==> src/rtl/gpio_in_filter_pkg.sv <==
// gpio_in_filter_pkg: shared defaults and per-pin state type for the GPIO
// input conditioning stage.
package gpio_in_filter_pkg;

  localparam int unsigned GPIO_NUM_DEF  = 8;
  localparam int unsigned CNT_WIDTH_DEF = 8;

  // Per-pin state held after the synchroniser.
  typedef struct packed {
    logic stable;  // filtered level
    logic prev;    // filtered level one cycle ago, for edge detection
    logic pend;    // sticky interrupt pending
  } gpio_in_state_t;

endpackage

==> src/rtl/gpio_in_filter_bit.sv <==
// gpio_in_filter_bit: one pin's synchroniser, optional debounce, edge
// detect and sticky pending flag.
// Build option: GPIO_IN_FILTER_DBC_EN enables the debounce counter; when
// undefined the filtered level follows the synchroniser with no delay
// and dbc_thr_i is ignored.
// Ports:
//   clk_i, rst_i      clock, async active-high reset
//   c_i               raw pad input (asynchronous)
//   dbc_thr_i         debounce threshold
//   rise_en_i/fall_en_i  edge interrupt enables
//   irq_clr_i         pending clear pulse
//   data_o            filtered level
//   rise_o/fall_o     one-cycle edge strobes
//   pend_o            sticky pending flag
module gpio_in_filter_bit
  import gpio_in_filter_pkg::*;
#(
  parameter int unsigned CNT_WIDTH = CNT_WIDTH_DEF
) (
  input  logic                 clk_i,
  input  logic                 rst_i,
  input  logic                 c_i,
  input  logic [CNT_WIDTH-1:0] dbc_thr_i,
  input  logic                 rise_en_i,
  input  logic                 fall_en_i,
  input  logic                 irq_clr_i,
  output logic                 data_o,
  output logic                 rise_o,
  output logic                 fall_o,
  output logic                 pend_o
);

  logic           s1;
  logic           s2;
  logic           stable_d;
  logic           rise_c;
  logic           fall_c;
  gpio_in_state_t st_q;
  gpio_in_state_t st_d;

  // Two-flop resynchroniser.
  always_ff @(posedge clk_i or posedge rst_i) begin
    if (rst_i) begin
      s1 <= 1'b0;
      s2 <= 1'b0;
    end else begin
      s1 <= c_i;
      s2 <= s1;
    end
  end

`ifdef GPIO_IN_FILTER_DBC_EN
  logic [CNT_WIDTH-1:0] cnt_q;
  logic [CNT_WIDTH-1:0] cnt_d;

  // Accept a new level once it has differed for more than dbc_thr_i cycles;
  // any return to the current level restarts the count.
  always_comb begin
    stable_d = st_q.stable;
    cnt_d    = '0;
    if (s2 != st_q.stable) begin
      if (cnt_q >= dbc_thr_i) begin
        stable_d = s2;
      end else begin
        cnt_d = cnt_q + CNT_WIDTH'(1);
      end
    end
  end

  always_ff @(posedge clk_i or posedge rst_i) begin
    if (rst_i) begin
      cnt_q <= '0;
    end else begin
      cnt_q <= cnt_d;
    end
  end
`else
  logic unused_thr;

  assign stable_d   = s2;
  assign unused_thr = ^dbc_thr_i;
`endif

  assign rise_c = st_q.stable & ~st_q.prev;
  assign fall_c = ~st_q.stable & st_q.prev;

  // Next state: a new enabled edge sets pending even if cleared this cycle.
  always_comb begin
    st_d        = st_q;
    st_d.stable = stable_d;
    st_d.prev   = st_q.stable;
    st_d.pend   = (rise_c & rise_en_i) | (fall_c & fall_en_i) |
                  (st_q.pend & ~irq_clr_i);
  end

  always_ff @(posedge clk_i or posedge rst_i) begin
    if (rst_i) begin
      st_q <= '0;
    end else begin
      st_q <= st_d;
    end
  end

  assign data_o = st_q.stable;
  assign rise_o = rise_c;
  assign fall_o = fall_c;
  assign pend_o = st_q.pend;

endmodule

==> src/rtl/gpio_in_filter.sv <==
// gpio_in_filter: per-pin input conditioning downstream of the GPIO pads.
// Resynchronises, optionally debounces and edge-detects every pin, latching
// enabled edges into sticky pending bits ORed into one interrupt.
// Build option: GPIO_IN_FILTER_DBC_EN enables the debounce filter.
// Ports:
//   clk_i, rst_i      core clock, async active-high reset
//   c_i               raw pad inputs
//   dbc_thr_i         shared debounce threshold (quasi-static)
//   rise_en_i/fall_en_i  per-pin edge interrupt enables
//   irq_clr_i         per-pin write-1-to-clear pulse
//   data_o            filtered levels
//   rise_o/fall_o     one-cycle edge strobes
//   pend_o            sticky pending flags
//   irq_o             OR of pend_o
module gpio_in_filter
  import gpio_in_filter_pkg::*;
#(
  parameter int unsigned GPIO_NUM  = GPIO_NUM_DEF,
  parameter int unsigned CNT_WIDTH = CNT_WIDTH_DEF
) (
  input  logic                 clk_i,
  input  logic                 rst_i,
  input  logic [GPIO_NUM-1:0]  c_i,
  input  logic [CNT_WIDTH-1:0] dbc_thr_i,
  input  logic [GPIO_NUM-1:0]  rise_en_i,
  input  logic [GPIO_NUM-1:0]  fall_en_i,
  input  logic [GPIO_NUM-1:0]  irq_clr_i,
  output logic [GPIO_NUM-1:0]  data_o,
  output logic [GPIO_NUM-1:0]  rise_o,
  output logic [GPIO_NUM-1:0]  fall_o,
  output logic [GPIO_NUM-1:0]  pend_o,
  output logic                 irq_o
);

  logic [CNT_WIDTH-1:0] thr;

`ifdef GPIO_IN_FILTER_DBC_EN
  assign thr = dbc_thr_i;
`else
  logic unused_thr;

  assign thr        = '0;
  assign unused_thr = ^dbc_thr_i;
`endif

  for (genvar i = 0; i < GPIO_NUM; i++) begin : g_pin
    gpio_in_filter_bit #(
      .CNT_WIDTH (CNT_WIDTH)
    ) u_bit (
      .clk_i     (clk_i),
      .rst_i     (rst_i),
      .c_i       (c_i[i]),
      .dbc_thr_i (thr),
      .rise_en_i (rise_en_i[i]),
      .fall_en_i (fall_en_i[i]),
      .irq_clr_i (irq_clr_i[i]),
      .data_o    (data_o[i]),
      .rise_o    (rise_o[i]),
      .fall_o    (fall_o[i]),
      .pend_o    (pend_o[i])
    );
  end

  assign irq_o = |pend_o;

endmodule

==> config.mk <==
export PLATFORM = sky130hd
export DESIGN_NAME = gpio_in_filter
export DESIGN_NICKNAME = d
export VERILOG_FILES = /design/src/rtl/gpio_in_filter_pkg.sv /design/src/rtl/gpio_in_filter_bit.sv /design/src/rtl/gpio_in_filter.sv
export SDC_FILE = /design/constraint.sdc
export NUM_CORES = 1
export LEC_CHECK = 0
export CORE_ASPECT_RATIO = 0.8
export CORE_MARGIN = 2
export CORE_UTILIZATION = 25
export CTS_CLUSTER_SIZE = 28
export DETAILED_ROUTE_END_ITERATION = 8
export GPL_ROUTABILITY_DRIVEN = 0
export HOLD_SLACK_MARGIN = 0.15
export PLACE_DENSITY = 0.54
export SLEW_MARGIN = 10
export SYNTH_ARGS = -nofsm -noshare
export SYNTH_HDL_FRONTEND = slang
export SYNTH_HIERARCHICAL = 1
export SYNTH_SLANG_ARGS = --single-unit
==> constraint.sdc <==
create_clock -name clk_i -period 1.7 [get_ports clk_i]
set_input_delay 0.34 -clock clk_i [delete_from_list [all_inputs] [get_ports clk_i]]
set_output_delay 0.34 -clock clk_i [all_outputs]
set_load 0.005 [all_outputs]
==> After elaboration in Yosys (flattened, before gate mapping) <==
Cells that the tools add are included.
{ "totals": {"output_inout_bits": 33, "regBits": 40, "input_bits": 42, "elab_cells": 121} }
{ "classes": {"n_bitwise": 80, "reduce_logical": 1} }
{ "ops": {"columns": ["cell", "count"], "rows": [
  ["bitwise AND 1 bit", 40],
  ["inverter 1 bit", 24],
  ["bitwise OR 1 bit", 16],
  ["OR reduction 8 bit", 1]
]} }

==> Depth between registers and ports, before layout <==
Gate-level depths: netlist (run 1).
{ "logic_depth": {"word_depth": 5, "mapped_depth": 2, "depth_no_buf": 2} }

==> Cells and area by module <==
The synthesis (run 1) kept the hierarchy.
{ "by_module_without_submodules": {"columns": ["module", "cells_each", "n_inst", "seq_area_each_um2", "area_per_inst_um2"], "rows": [
  ["gpio_in_filter_bit", 10, 8, 125.1, 161.4],
  ["gpio_in_filter", 4, 1, 0.0, 20.0]
]} }

==> Worst setup path before layout (run 1) <==
OpenSTA, ideal clock, no wires.
{ "synth_timing": {"path_type": "register to output", "from": "register g_pin[1].u_bit.st_q (netlist bit g_pin[1].u_bit/pend_o)", "to": "output port irq_o", "slack_ns": 0.636, "path_buffers": 0, "t_required_ns": 1.360, "arrival_ns": 0.724, "stages_incl_launch_ff": 3, "cell_sequence": "dfrtp_1 nor4_1 nand2_1"} }
{ "synth_via": {"elab_chain_len": 1} }
{ "synth_rtl": {"columns": ["item", "line", "rtl"], "rows": [
  ["start: declaration", "gpio_in_filter_bit.sv:38", "gpio_in_state_t st_q;"],
  ["start signal: assignment", "gpio_in_filter_bit.sv:100", "st_q <= st_d;"],
  ["OR reduction 8 bit", "gpio_in_filter.sv:64", "assign irq_o = |pend_o;"],
  ["end: declaration", "gpio_in_filter.sv:32", "output logic irq_o"]
]} }
Every way passes these cells.

==> Worst setup path after layout (run 1) <==
{ "layout_timing": {"from": "register g_pin[6].u_bit.st_q (netlist bit g_pin[6].u_bit/pend_o)", "to": "output port pend_o[6]"} }
{ "layout_lines": {"columns": ["item", "line", "rtl"], "rows": [
  ["start: declaration", "gpio_in_filter_bit.sv:38", null],
  ["start signal: assignment", "gpio_in_filter_bit.sv:100", null],
  ["end: declaration", "gpio_in_filter.sv:31", "output logic [GPIO_NUM-1:0] pend_o,"]
]} }
No word-level cell between the ends.

==> impl_results.md, run 1 <==
* Final setup violating endpoints at 0
* CTS Sinks at 40
* Slowest-stage cell, CP: clkdlybuf4s50_1
* CP Data Arrival Time at 1.29 ns
* Root Buffer: clkbuf_8
* Pins Over Slew Limit at 0
* Setup Skew at 0.00220 ns
* Post-Synthesis Net Count at 125
* Syn Area/Cell at 15.8 µm²
* DP HPWL at 2240 µm
* Core region area at 5040 µm²
* PnR worst setup slack at 0.0651 ns
* Critical path, cell by cell: buf_4 > clkdlybuf4s50_1
* CTS buffer count at 5
* Row Count at 23
* Worst hold slack at 0.349 ns
* Fin crit share at 96.2%
* Synth Instances at 83
* TritonRoute pass-1 iters at 2
* Place WS at -0.135 ns
* Setup CP Type: reg2out
* Die ar. at 5830 µm²
* Crit path time final at 1.63 ns
* Critical path required time at 1.36 ns
* Clock slew at reported path FFs at 0.07 ns
* Mapped Area at 1310 µm²
* TritonCTS clock tree: built
* Initial antenna violation count at 0
* Die W at 84.9 µm
* Fin. Hold Viols at 0
* Io pins at 75
* Fin nets at 211
* Gr usage total at 10.4%
* Hold Path Class: reg2reg
* Initial drt markers at 2
* CP Launch Type: flip-flop
* Hold_buf cts at 0
* Port bufs at 66
* CP max FO at 2
* H-tree Lvls at 2
* Detailed Route WL at 2910 µm
* Die Ht at 68.7 µm
* Routed WL per cell at 12.5 µm
* CP max stage delay at 0.48 ns
* # DRC at 0
* Gr ovfl total at 0
* ANT cells at 0
* Worst slew pin tran at 0.362 ns
* Avg Vias per Cell at 4.11
* Fraction of layout cells with a size suffix above 1 at 17.1%
* Peak supply drop at 0.392 mV
* F_max at 612 MHz
* Largest net degree at the start of global routing at 12
* Vias at 954
* Outcome: completed
* PD cells at 858 nW/µm²
* Area delta synth->final at 74.4%
* Post-DRT Antenna Nets at 0
* Slew margin rel. at 75.8%
* Clk Latency, worst-skew pair at 0.28 ns
* Max_cap viols at 0
* P_leak at 1.14 nW
* Initial Util at 26.0%
* Synth Warn # at 6
* Vias in the first global route at 980
* Maximum clock insertion buffer count at 2
* First-pass GRT wire length at 4620 µm
* Crit end category: output port
* Final Util at 45.3%
* Fillers at 462
where the power goes:
group	internal, W	switching, W	leakage, nW	total, W
logic	0.000209	0.0000861	0.624	0.000295
clock network	0.000330	0.000275	0.0455	0.000605
registers	0.00101	0.0000437	0.471	0.00106
total	0.00155	0.000405	1.14	0.00196
metal layers:
layer,GRT usage [%],up-vias,wire (µm)
li1,-,442,-
met4,3.57,0,17
met3,4.05,2,283
met1,12.5,456,1230
met2,17.6,54,1380
met5,0,-,0
path summary, 6_finish.rpt:
kind                                                 start                               to  slack, ns  depth (start not counted)
max reg2reg                g_pin[2].u_bit/data_o$_DFF_PP0_  g_pin[2].u_bit/pend_o$_DFF_PP0_       0.57                          3
min in group asynchronous                            rst_i  g_pin[7].u_bit/pend_o$_DFF_PP0_       0.54                          2
max in group asynchronous                            rst_i  g_pin[0].u_bit/pend_o$_DFF_PP0_       0.95                          2
min                            g_pin[5].u_bit/s1$_DFF_PP0_      g_pin[5].u_bit/s2$_DFF_PP0_       0.35                          0
max                        g_pin[6].u_bit/pend_o$_DFF_PP0_                        pend_o[6]       0.07                          2
min reg2reg                    g_pin[5].u_bit/s1$_DFF_PP0_      g_pin[5].u_bit/s2$_DFF_PP0_       0.35                          0
area by class of cell:
class                   count  area, µm²  area share (%)
well taps                  62       77.6            3.40
multi-input cells          35        322            14.1
clock buffers               8       90.1            3.95
inverters                   8       30.0            1.32
flip-flops and latches     40       1000            43.9
repair buffers             79        759            33.3
placed cells by master (no fill, tap or decap):
master            n
nand2_1           1
nor4_1            1
dlygate4sd2_1     9
buf_4            13
dfrtp_1          40
nor2b_1           8
dlymetal6s2s_1    7
a221o_1           8
nor4_4            1
clkdlybuf4s50_1  49
and2b_1           8
clkbuf_2          1
clkbuf_1          2
clkbuf_8          6
nor2b_2           2
nor2b_4           6
inv_1             8
critical path, delay by kind of cell (launching register included):
family   cells  cell delay, ns
buf+inv      2            0.61
flops        1            0.40
sequential cells by signal, summed over array words and instances, names as in the netlist:
name and flops:
g_pin.u_bit/s1 8, g_pin.u_bit/s2 8, g_pin.u_bit/st_q 8, g_pin.u_bit/data_o 8, g_pin.u_bit/pend_o 8
timing repair:
| action | 4_1_cts | 5_1_grt |
|---|---|---|
| pin swaps | 1 | 1 |
| gates resized for setup | 14 | 13 |
| buffers inserted | 12 | 1 |
| endpoints found under the setup margin | 12 | 8 |
per-stage QoR:
stage / instance area (µm²) / cells / setup TNS [ns] / power (W)
after floorplan: 1310 / 83 / 0 / 0.00113
after global placement: 2050 / 212 / -0.108 / 0.00134
after detailed placement: 2050 / 212 / -0.135 / 0.00134
after CTS: 2230 / 231 / 0 / 0.00199
after global routing: 2280 / 232 / -0.00599 / 0.00205
final: 2280 / 232 / 0 / 0.00196
No activity file was read; power rests on OpenSTA's default activity.
==> inputs of run 2 (changes only) <==
--- a/config.mk
+++ b/config.mk
@@ -8,6 +8,7 @@
 export CORE_ASPECT_RATIO = 0.8
 export CORE_MARGIN = 2
 export CORE_UTILIZATION = 25
+export CTS_BUF_LIST = sky130_fd_sc_hd__clkbuf_8
 export CTS_CLUSTER_SIZE = 28
 export DETAILED_ROUTE_END_ITERATION = 8
 export GPL_ROUTABILITY_DRIVEN = 0
==> run 2 against run 1 <==
Flip-flop and latch count is the same; critical path type unchanged; cell area is the same; clock skew is the same; largest cell class unchanged.
==> impl_results.md, run 2 (same netlist as run 1, synthesis figures left out) <==
* Outcome: completed
* Most common cell after layout, fill and taps aside: clkdlybuf4s50_1
* Peak supply drop at 0.392 mV (unchanged)
* Vias in the first global route at 980 (unchanged)
* Clock slew at reported path FFs at 0.07 ns (about the same)
* Max_cap viols at 0 (unchanged)
* Hold-critical path depth at 0 (unchanged)
* Core region area at 5040 µm² (unchanged)
* Clk Latency, worst-skew pair at 0.28 ns (about the same)
* CP max FO at 2 (unchanged)
* Post-Place Cell Area at 2050 µm² (unchanged)
* Detailed Route WL at 2910 µm (about the same)
* Setup Skew at 0.00220 ns (unchanged)
* Vias at 954 (unchanged)
* Fin. Hold Viols at 0 (unchanged)
* F_max at 612 MHz (unchanged)
* CTS buffer count at 5 (unchanged)
* Initial Util at 26.0% (unchanged)
* Avg Vias per Cell at 4.11 (unchanged)
* TritonCTS clock tree: built
* Worst r2r path cells at 3 (unchanged)
* Fin crit share at 96.2% (unchanged)
* Hold_buf cts at 0 (unchanged)
* Fillers at 462 (unchanged)
* CP Launch Type: flip-flop
* Multi-input logic area at 322 µm² (unchanged)
* H-tree Lvls at 2 (unchanged)
* Die ar. at 5830 µm² (unchanged)
* Pins Over Slew Limit at 0 (unchanged)
* Worst slew pin tran at 0.362 ns (unchanged)
* Crit path time final at 1.63 ns (unchanged)
* Die W at 84.9 µm (unchanged)
* Gr usage total at 10.4% (unchanged)
* GRT met3 Usage at 4.05% (unchanged)
* Met1 Usage GRT at 12.5% (unchanged)
* Global routing's busiest layer: met2
* CP Data Arrival Time at 1.29 ns (about the same)
* Post-DRT Antenna Nets at 0 (unchanged)
* Fin nets at 211 (unchanged)
* TritonRoute pass-1 iters at 2 (unchanged)
* P_leak at 1.15 nW (+0.73%)
* Initial drt markers at 2 (unchanged)
* Most frequent cells in the layout: clkdlybuf4s50_1 (49), dfrtp_1 (40), buf_4 (13)
* Largest net degree at the start of global routing at 12 (unchanged)
* Io pins at 75 (unchanged)
* Fraction of layout cells with a size suffix above 1 at 17.1% (unchanged)
* Grt met2 use at 17.6% (unchanged)
* Reg area at 1000 µm² (unchanged)
* Root Buffer: clkbuf_8
* Setup CP Type: reg2out
* Slew margin rel. at 75.8% (unchanged)
* Area delta synth->final at 74.4% (unchanged)
* Final setup violating endpoints at 0 (unchanged)
* Routed WL per cell at 12.6 µm (about the same)
* CP max stage delay at 0.48 ns (about the same)
* Final instance area at 2280 µm² (unchanged)
* Total power at 0.00194 W (-0.57%)
* Critical path required time at 1.36 ns (about the same)
* CTS Sinks at 40 (unchanged)
* ANT cells at 0 (unchanged)
* DP HPWL at 2240 µm (unchanged)
* Die Ht at 68.7 µm (unchanged)
* # DRC at 0 (unchanged)
* Gr ovfl total at 0 (unchanged)
* Hold Path Class: reg2reg
* Slowest-stage cell, CP: clkdlybuf4s50_1
* Maximum clock insertion buffer count at 2 (unchanged)
* Row Count at 23 (unchanged)
* Critical path, cell by cell: buf_4 > clkdlybuf4s50_1
* Worst flop-to-flop path endpoint: g_pin[2].u_bit/pend_o$_DFF_PP0_
* Hold path endpoint: g_pin[5].u_bit/s2$_DFF_PP0_
* First-pass GRT wire length at 4620 µm (unchanged)
* Initial antenna violation count at 0 (unchanged)
* Reg2reg start: g_pin[2].u_bit/data_o$_DFF_PP0_
* Crit end category: output port
* PD cells at 853 nW/µm² (-0.57%)
* Port bufs at 66 (unchanged)
* Hold Path Origin: g_pin[5].u_bit/s1$_DFF_PP0_
* Flop-to-flop setup slack at 0.57 ns (about the same)
run 2: cell types whose count changed in the layout (fill, tap and decap cells not counted), sizes merged:
cell | previous run | this run
clkbuf | 9 | 7
inv | 8 | 10
run 2: layout make-up:
| cell class | instances | share of cell area, % |
|---|---|---|
| inverters | 8 | 1.32 |
| clock buffers | 6 | 3.62 |
| repair buffers | 79 | 33.3 |
| multi-input cells | 35 | 14.1 |
| well taps | 62 | 3.40 |
| flip-flops and latches | 40 | 43.9 |
| clock inverters | 2 | 0.329 |
run 2: critical path: cells and delay by family (launching register included):
kind | cells | cell delay, ns
buffers and inverters | 2 | 0.61
flip-flops | 1 | 0.40
run 2: stage by stage:
| stage | instances | hold slack, ns | worst slack (ns) | setup TNS, ns | utilization [%] |
|---|---|---|---|---|---|
| after detailed placement | 212 | 0.336 | -0.135 | -0.135 | 40.8 |
| final | 232 | 0.349 | 0.0651 | 0 | 45.3 |
| after floorplan | 83 | 0.119 | 0.636 | 0 | - |
| after global placement | 212 | 0.333 | -0.108 | -0.108 | 40.8 |
| after CTS | 231 | 0.352 | 0.0171 | 0 | 44.4 |
| after global routing | 232 | 0.355 | -0.00658 | -0.00658 | 45.3 |
run 2: how the worst max path moves through the flow:
stage	from	to	slack, ns	depth (start not counted)
6_report	g_pin[6].u_bit/pend_o$_DFF_PP0_	pend_o[6]	0.07	2
3_5_place_dp	g_pin[7].u_bit/pend_o$_DFF_PP0_	irq_o	-0.13	4
3_3_place_gp	g_pin[7].u_bit/pend_o$_DFF_PP0_	irq_o	-0.11	4
2_1_floorplan	g_pin[1].u_bit/pend_o$_DFF_PP0_	irq_o	0.64	2
5_1_grt	g_pin[4].u_bit/data_o$_DFF_PP0_	data_o[4]	-0.007	2
4_1_cts	g_pin[4].u_bit/data_o$_DFF_PP0_	rise_o[4]	0.02	2
run 2: power by group:
part | internal [W] | switching, W | leakage (nW)
clock network | 0.000318 | 0.000276 | 0.0538
registers | 0.00101 | 0.0000437 | 0.471
logic | 0.000209 | 0.0000861 | 0.624
total | 0.00154 | 0.000406 | 1.15
run 2: metal layers:
layer  vias up  routed length, µm  part of all wire [%]
met3         2                283                   9.7
met4         0                 17                  0.58
met5         -                  0                     0
met1       456               1230                    42
li1        442                  -                     -
met2        54               1380                    47
run 2: repair_timing:
action,CTS,global route
endpoints found under the hold margin,0,0
setup buffers,12,1
setup endpoints to repair,12,8
gates resized for setup,14,13
pin swaps,1,1
gates cloned,0,0
